`config.mk`:
```
export PLATFORM = sky130hd
export DESIGN_NAME = oldland_prefetch
export DESIGN_NICKNAME = d
export VERILOG_FILES = /design/src/rtl/oldland_prefetch.sv
export SDC_FILE = /design/constraint.sdc
export NUM_CORES = 1
export LEC_CHECK = 0
export ABC_AREA = 1
export CAP_MARGIN = 20
export CORE_MARGIN = 3
export CORE_UTILIZATION = 50
export DETAILED_ROUTE_END_ITERATION = 12
export GPL_ROUTABILITY_DRIVEN = 0
export HOLD_SLACK_MARGIN = 0.15
export PLACE_DENSITY = 0.73
export SLEW_MARGIN = 10
export SYNTH_ARGS = -nofsm -noshare
export SYNTH_HDL_FRONTEND = slang
export SYNTH_SLANG_ARGS = --single-unit
```
`constraint.sdc`:
```
create_clock -name clk -period 5.55 [get_ports clk]
set_input_delay 1.11 -clock clk [delete_from_list [all_inputs] [get_ports clk]]
set_output_delay 1.11 -clock clk [all_outputs]
set_load 0.01 [all_outputs]
```
`src/rtl/oldland_prefetch.sv`:
```
// oldland_prefetch: instruction prefetch stage with a FIFO_DEPTH-entry queue
// between the req/ack instruction bus and decode. One bus request may be
// outstanding. A branch redirect flushes the queue, and a request already in
// flight when the branch arrives is completed and its data discarded.
// Loads, stores and branches (instr[31:30] = 01 or 10) stall delivery until
// stall_clear arrives.
//
// Optional build macro OLDLAND_FETCH_BYPASS_EN: when the queue is empty and
// fetch is not stalled, an acked word goes straight to decode in the same
// cycle instead of being queued.
module oldland_prefetch #(
    parameter int                    ADDR_WIDTH = 32,
    parameter int                    FIFO_DEPTH = 4,
    parameter logic [ADDR_WIDTH-1:0] RESET_PC   = '0
) (
    input  logic                  clk,
    input  logic                  rst,
    output logic [ADDR_WIDTH-1:0] i_addr,
    output logic                  i_req,
    input  logic                  i_ack,
    input  logic [31:0]           i_data,
    input  logic                  branch_taken,
    input  logic [ADDR_WIDTH-1:0] branch_pc,
    input  logic                  stall_clear,
    output logic                  stalling,
    output logic                  instr_valid,
    output logic [31:0]           instr,
    output logic [ADDR_WIDTH-1:0] pc,
    output logic [ADDR_WIDTH-1:0] pc_plus_4
);

    localparam int          PTR_W     = (FIFO_DEPTH > 1) ? $clog2(FIFO_DEPTH) : 1;
    localparam int          CNT_W     = PTR_W + 1;
    localparam logic [31:0] INSTR_NOP = 32'h0000_0000;

    // Queue storage: fetched address and instruction word per entry.
    logic [ADDR_WIDTH-1:0] addr_mem [FIFO_DEPTH];
    logic [31:0]           data_mem [FIFO_DEPTH];

    logic [PTR_W-1:0]      head_reg, tail_reg;
    logic [CNT_W-1:0]      count_reg;
    logic [ADDR_WIDTH-1:0] fetch_addr_reg;
    logic [ADDR_WIDTH-1:0] i_addr_reg;
    logic                  i_req_reg;
    logic                  drop_pending_reg;
    logic                  stalled_reg;
    logic [ADDR_WIDTH-1:0] pc_reg;

    logic                  acked;
    logic                  take;
    logic                  queue_empty;
    logic                  bypass;
    logic                  pop;
    logic                  push;
    logic                  deliver;
    logic                  mem_class;
    logic                  stall_pop;
    logic                  hold_req;
    logic [ADDR_WIDTH-1:0] out_addr;
    logic [31:0]           out_data;
    logic [CNT_W-1:0]      count_next;
    logic [ADDR_WIDTH-1:0] fetch_next;

    // Handshake decode, queue head selection and decode-side outputs.
    always_comb begin
        acked       = i_req_reg & i_ack;
        take        = acked & ~drop_pending_reg;
        queue_empty = (count_reg == '0);
`ifdef OLDLAND_FETCH_BYPASS_EN
        bypass      = ~rst & take & queue_empty & ~stalled_reg & ~branch_taken;
`else
        bypass      = 1'b0;
`endif
        pop         = ~rst & ~branch_taken & ~stalled_reg & ~queue_empty;
        push        = take & ~bypass & ~branch_taken;
        deliver     = pop | bypass;
        hold_req    = i_req_reg & ~i_ack;
        out_addr    = bypass ? i_addr_reg : addr_mem[head_reg];
        out_data    = bypass ? i_data     : data_mem[head_reg];
        mem_class   = (out_data[31:30] == 2'b01) || (out_data[31:30] == 2'b10);
        stall_pop   = deliver & mem_class;
        count_next  = count_reg + CNT_W'(push) - CNT_W'(pop);
        fetch_next  = take ? (i_addr_reg + ADDR_WIDTH'(4)) : fetch_addr_reg;

        instr_valid = deliver;
        instr       = deliver ? out_data : INSTR_NOP;
        pc          = deliver ? out_addr : pc_reg;
        pc_plus_4   = pc + ADDR_WIDTH'(4);
        stalling    = ~rst & (stalled_reg | stall_pop) & ~stall_clear;
        i_req       = i_req_reg;
        i_addr      = i_addr_reg;
    end

    // Queue write port; contents need no reset because count gates reads.
    always_ff @(posedge clk) begin
        if (push) begin
            addr_mem[tail_reg] <= i_addr_reg;
            data_mem[tail_reg] <= i_data;
        end
    end

    // Control state: pointers, bus request, drop tracking, stall and last pc.
    always_ff @(posedge clk) begin
        if (rst) begin
            head_reg         <= '0;
            tail_reg         <= '0;
            count_reg        <= '0;
            fetch_addr_reg   <= RESET_PC;
            i_addr_reg       <= RESET_PC;
            i_req_reg        <= 1'b0;
            drop_pending_reg <= 1'b0;
            stalled_reg      <= 1'b0;
            pc_reg           <= RESET_PC;
        end else begin
            if (deliver) begin
                pc_reg <= out_addr;
            end
            if (branch_taken) begin
                // Redirect wins over everything; an unacked request in flight
                // keeps the bus until it completes and is then thrown away.
                head_reg         <= '0;
                tail_reg         <= '0;
                count_reg        <= '0;
                fetch_addr_reg   <= branch_pc;
                stalled_reg      <= 1'b0;
                drop_pending_reg <= hold_req;
                if (!hold_req) begin
                    i_req_reg  <= 1'b1;
                    i_addr_reg <= branch_pc;
                end
            end else begin
                if (push) begin
                    tail_reg <= tail_reg + PTR_W'(1);
                end
                if (pop) begin
                    head_reg <= head_reg + PTR_W'(1);
                end
                count_reg      <= count_next;
                fetch_addr_reg <= fetch_next;
                if (acked && drop_pending_reg) begin
                    drop_pending_reg <= 1'b0;
                end
                stalled_reg <= stall_clear ? 1'b0 : (stalled_reg | stall_pop);
                // A new request is only raised when the queue can absorb its
                // data, which keeps the outstanding slot reserved.
                if (!hold_req) begin
                    i_req_reg  <= (count_next < CNT_W'(FIFO_DEPTH));
                    i_addr_reg <= fetch_next;
                end
            end
        end
    end

endmodule

```
==> results by group <==
Detailed routing
  • Wire per inst: 16.8 microns
  • DRT iter0 DRCs: 1243
  • Final wirelength: 41600 microns
  • Vias: 13000
  • DR pass1 iterations: 5
  • DRC: 0
  • Number of vias per cell: 5.27
  • Final ANT Viol Nets: 0

STA
  • Min Tclk post-route: 5.22 ns
  • Slew headroom: 32.0%
  • Final Skew: 0.0213 ns
  • Setup TNS Final: 0 ns
  • Final period utilization: 94.0%
  • Final setup fails: 0
  • Slew Limit Fails: 0
  • FMAX: 0.192 GHz
  • Unrepaired setup endpoints after global routing: false
  • Final hold violation count: 0
  • Slew @ Worst Pin: 1.02 ns

Setup path
  • CP max stage delay: 0.58 ns
  • Reg2Reg Depth: 15
  • CP Cell Sequence: clkdlybuf4s50_1, inv_2, nand2_4, nor2_8, nand2_8, nand2_1, nand2_2, ha_1, nand3_2, nor2_1, nand2_1, xor2_1, clkdlybuf4s50_1
  • Buf/Inv on CP: 3
  • Crit path launch type: input pin
  • Setup Crit Path Kind: in2out
  • Crit path arrival time: 4.11 ns
  • Crit path max-delay family: simple AND/OR/NAND/NOR gates
  • R2r endpoint: i_req
  • Data required, critical path: 4.44 ns
  • Setup slack, reg-to-reg: 2.70 ns
  • Crit path max fanout: 46
  • Worst R2R Start: i_req
  • Endpoint type of the worst setup path: output port
  • Worst path slowest cell: clkdlybuf4s50_1

Min path
  • WHS Endpoint: head_reg[0]
  • HP Start: head_reg[0]
  • Hold crit path type: reg2reg
  • Hold Crit Depth: 1

Global routing
  • Initial antenna violation count: 1
  • Grt met1 use: 33.1%
  • GRT overflow: 0
  • Met3 Track Usage GR: 3.24%
  • Gr usage total: 23.6%
  • Largest net degree at the start of global routing: 65
  • Layer with the highest usage: met2
  • Vias in the first global route: 12600
  • First-pass GRT wire length: 66700 microns
  • GRT met2 Usage: 38.4%

Outcome
  • Status: finished clean

Clock network
  • Clock sinks: 364
  • Post-CTS setup buffer count: 0
  • Cts repair resizes: 0
  • CTS Hold Bufs: 0
  • H-tree depth: 2
  • CTS tree: yes
  • CTS Buf Count: 39
  • Clock root buffer: clkbuf_16
  • Clock tree buffer depth: 3
  • CTS clock-pin slew for the worst setup and hold paths: 0.06 ns
  • Worst skew pair latency: 0.52 ns

Logic synthesis
  • Cell area after synthesis: 16400 sq um
  • Register bit total from synthesis: 364
  • EDFF count, synth: 256
  • Yosys warns: 0
  • Area contributors post-synth: edfxtp_1 (47%), dfxtp_1 (13%), nand2_1 (12%)
  • Post-synth ARST share: 0%
  • Synth area leader: edfxtp_1
  • Post-synth cell types: 41
  • Sequential share of the synthesized area: 60.0%
  • Share of the synthesized area in the top cell type: 46.8%
  • Main synth FF type: edfxtp_1
  • Mapped Cells: 1826
  • Syn_area_per_cell: 8.99 sq um
  • Syn Nets: 1904

Flow run
  • Max-cap violations: 0

Die
  • Die area: 35100 sq um
  • Num rows: 65
  • Die Height: 187 microns
  • Core area: 32000 sq um
  • Die X: 187 microns
  • Initial Utilization: 51.4%
  • I/O pins: 200

Placement
  • PortBufs: 199
  • Placed cells: 2404
  • DP HPWL: 27000 microns

Pwr
  • Pleak: 7.63 nW
  • Maximum vdd drop: 0.186 mV
  • Cell Pwr Density: 291 nW/um^2

Finish
  • NumNets Final: 2088
  • Largest regs: addr_mem: 128 flops, data_mem: 128 flops
  • Most frequent cells in the layout: nand2_1 (512), nor2_1 (271), edfxtp_1 (256)
  • Most common cell after layout, fill and taps aside: nand2_1
  • Layout area overhead: 21.6%
  • Layout cells sized above 1: 6.62%
  • Non-Filler Instances: 2474
  • Fillers: 2660
==> through the flow <==
step                      hold WS, ns  util [%]  power (mW)  worst slack (ns)  area (sq um)
after floorplan                 0.436         -        3.27             0.442         16400
after global placement          0.437      58.8        3.46             0.364         18800
after detailed placement        0.461      58.8        3.47             0.336         18800
after CTS                       0.467      62.5        5.86             0.306         20000
after global routing            0.492      62.5        6.03            0.0792         20000
final                           0.475      62.5        5.82             0.332         20000
==> worst register-to-register path, cell delays in order, from the launching register on <==
cell,delay (ns)
dfxtp_1,0.39
nand2_1,0.10
nor2_2,0.13
inv_2,0.13
nor2_1,0.12
clkinv_1,0.07
buf_4,0.25
ha_1,0.34
inv_1,0.06
ha_1,0.13
inv_1,0.05
fa_1,0.37
xnor2_1,0.18
xor2_1,0.32
o31ai_1,0.10
inv_1,0.09
==> power breakdown <==
part           switching (mW)  internal [mW]  total [mW]
registers              0.0684           2.97        3.04
clock network           0.993           1.40        2.39
logic                   0.212          0.167       0.379
==> layout make-up <==
type / instances / area (sq um) / area share (%)
tap: 435 / 544 / 2.73
timing repair buffer: 228 / 2200 / 11.0
multi-input combinational: 1230 / 5630 / 28.2
clock inverter: 13 / 97.6 / 0.489
sequential: 364 / 9850 / 49.3
clock buffer: 56 / 1080 / 5.42
antenna: 1 / 2.50 / 0.0125
inverter: 147 / 553 / 2.77
==> per-layer routing <==
layer,share of wire [%],vias to the layer above
li1,-,6382
met1,44,6078
met2,46,496
met3,7.4,83
met4,2.4,0
met5,0,-
==> cells by family (layout without fill, tap and decap cells) <==
family,after synthesis,count (layout),synth area share [%]
buffers and inverters,232,444,5.91
adder cells (fa/ha/maj),9,9,0.732
flip-flops,364,364,60.0
other,0,1,0
AO/OA/AOI/OAI,225,225,7.74
AND/OR/NAND/NOR,969,969,24.2
XOR/XNOR,27,27,1.44
==> cell usage after synthesis (6+ instances only) <==
master,count
o21ai_0,105
nand2_1,512
xor2_1,21
edfxtp_1,256
buf_2,25
o21ai_2,14
buf_1,14
nor3_1,15
o21ai_1,7
nand4_1,8
nor2_1,276
a21oi_1,66
ha_1,8
dfxtp_1,108
clkbuf_1,32
o211ai_1,20
inv_1,140
nand3_1,132
buf_4,10
or2_2,6
xnor2_1,6
==> worst max path at each step <==
stage,depth (start not counted),startpoint,slack (ns),to
global route,13,branch_taken,0.08,pc_plus_4[16]
floorplan,7,i_ack,0.44,addr_mem[0][0]
global placement,13,branch_taken,0.36,pc_plus_4[16]
detailed placement,13,branch_taken,0.34,pc_plus_4[16]
finish,13,branch_taken,0.33,pc_plus_4[16]
CTS,13,branch_taken,0.31,pc_plus_4[16]
(Power assumes the default switching activity.)
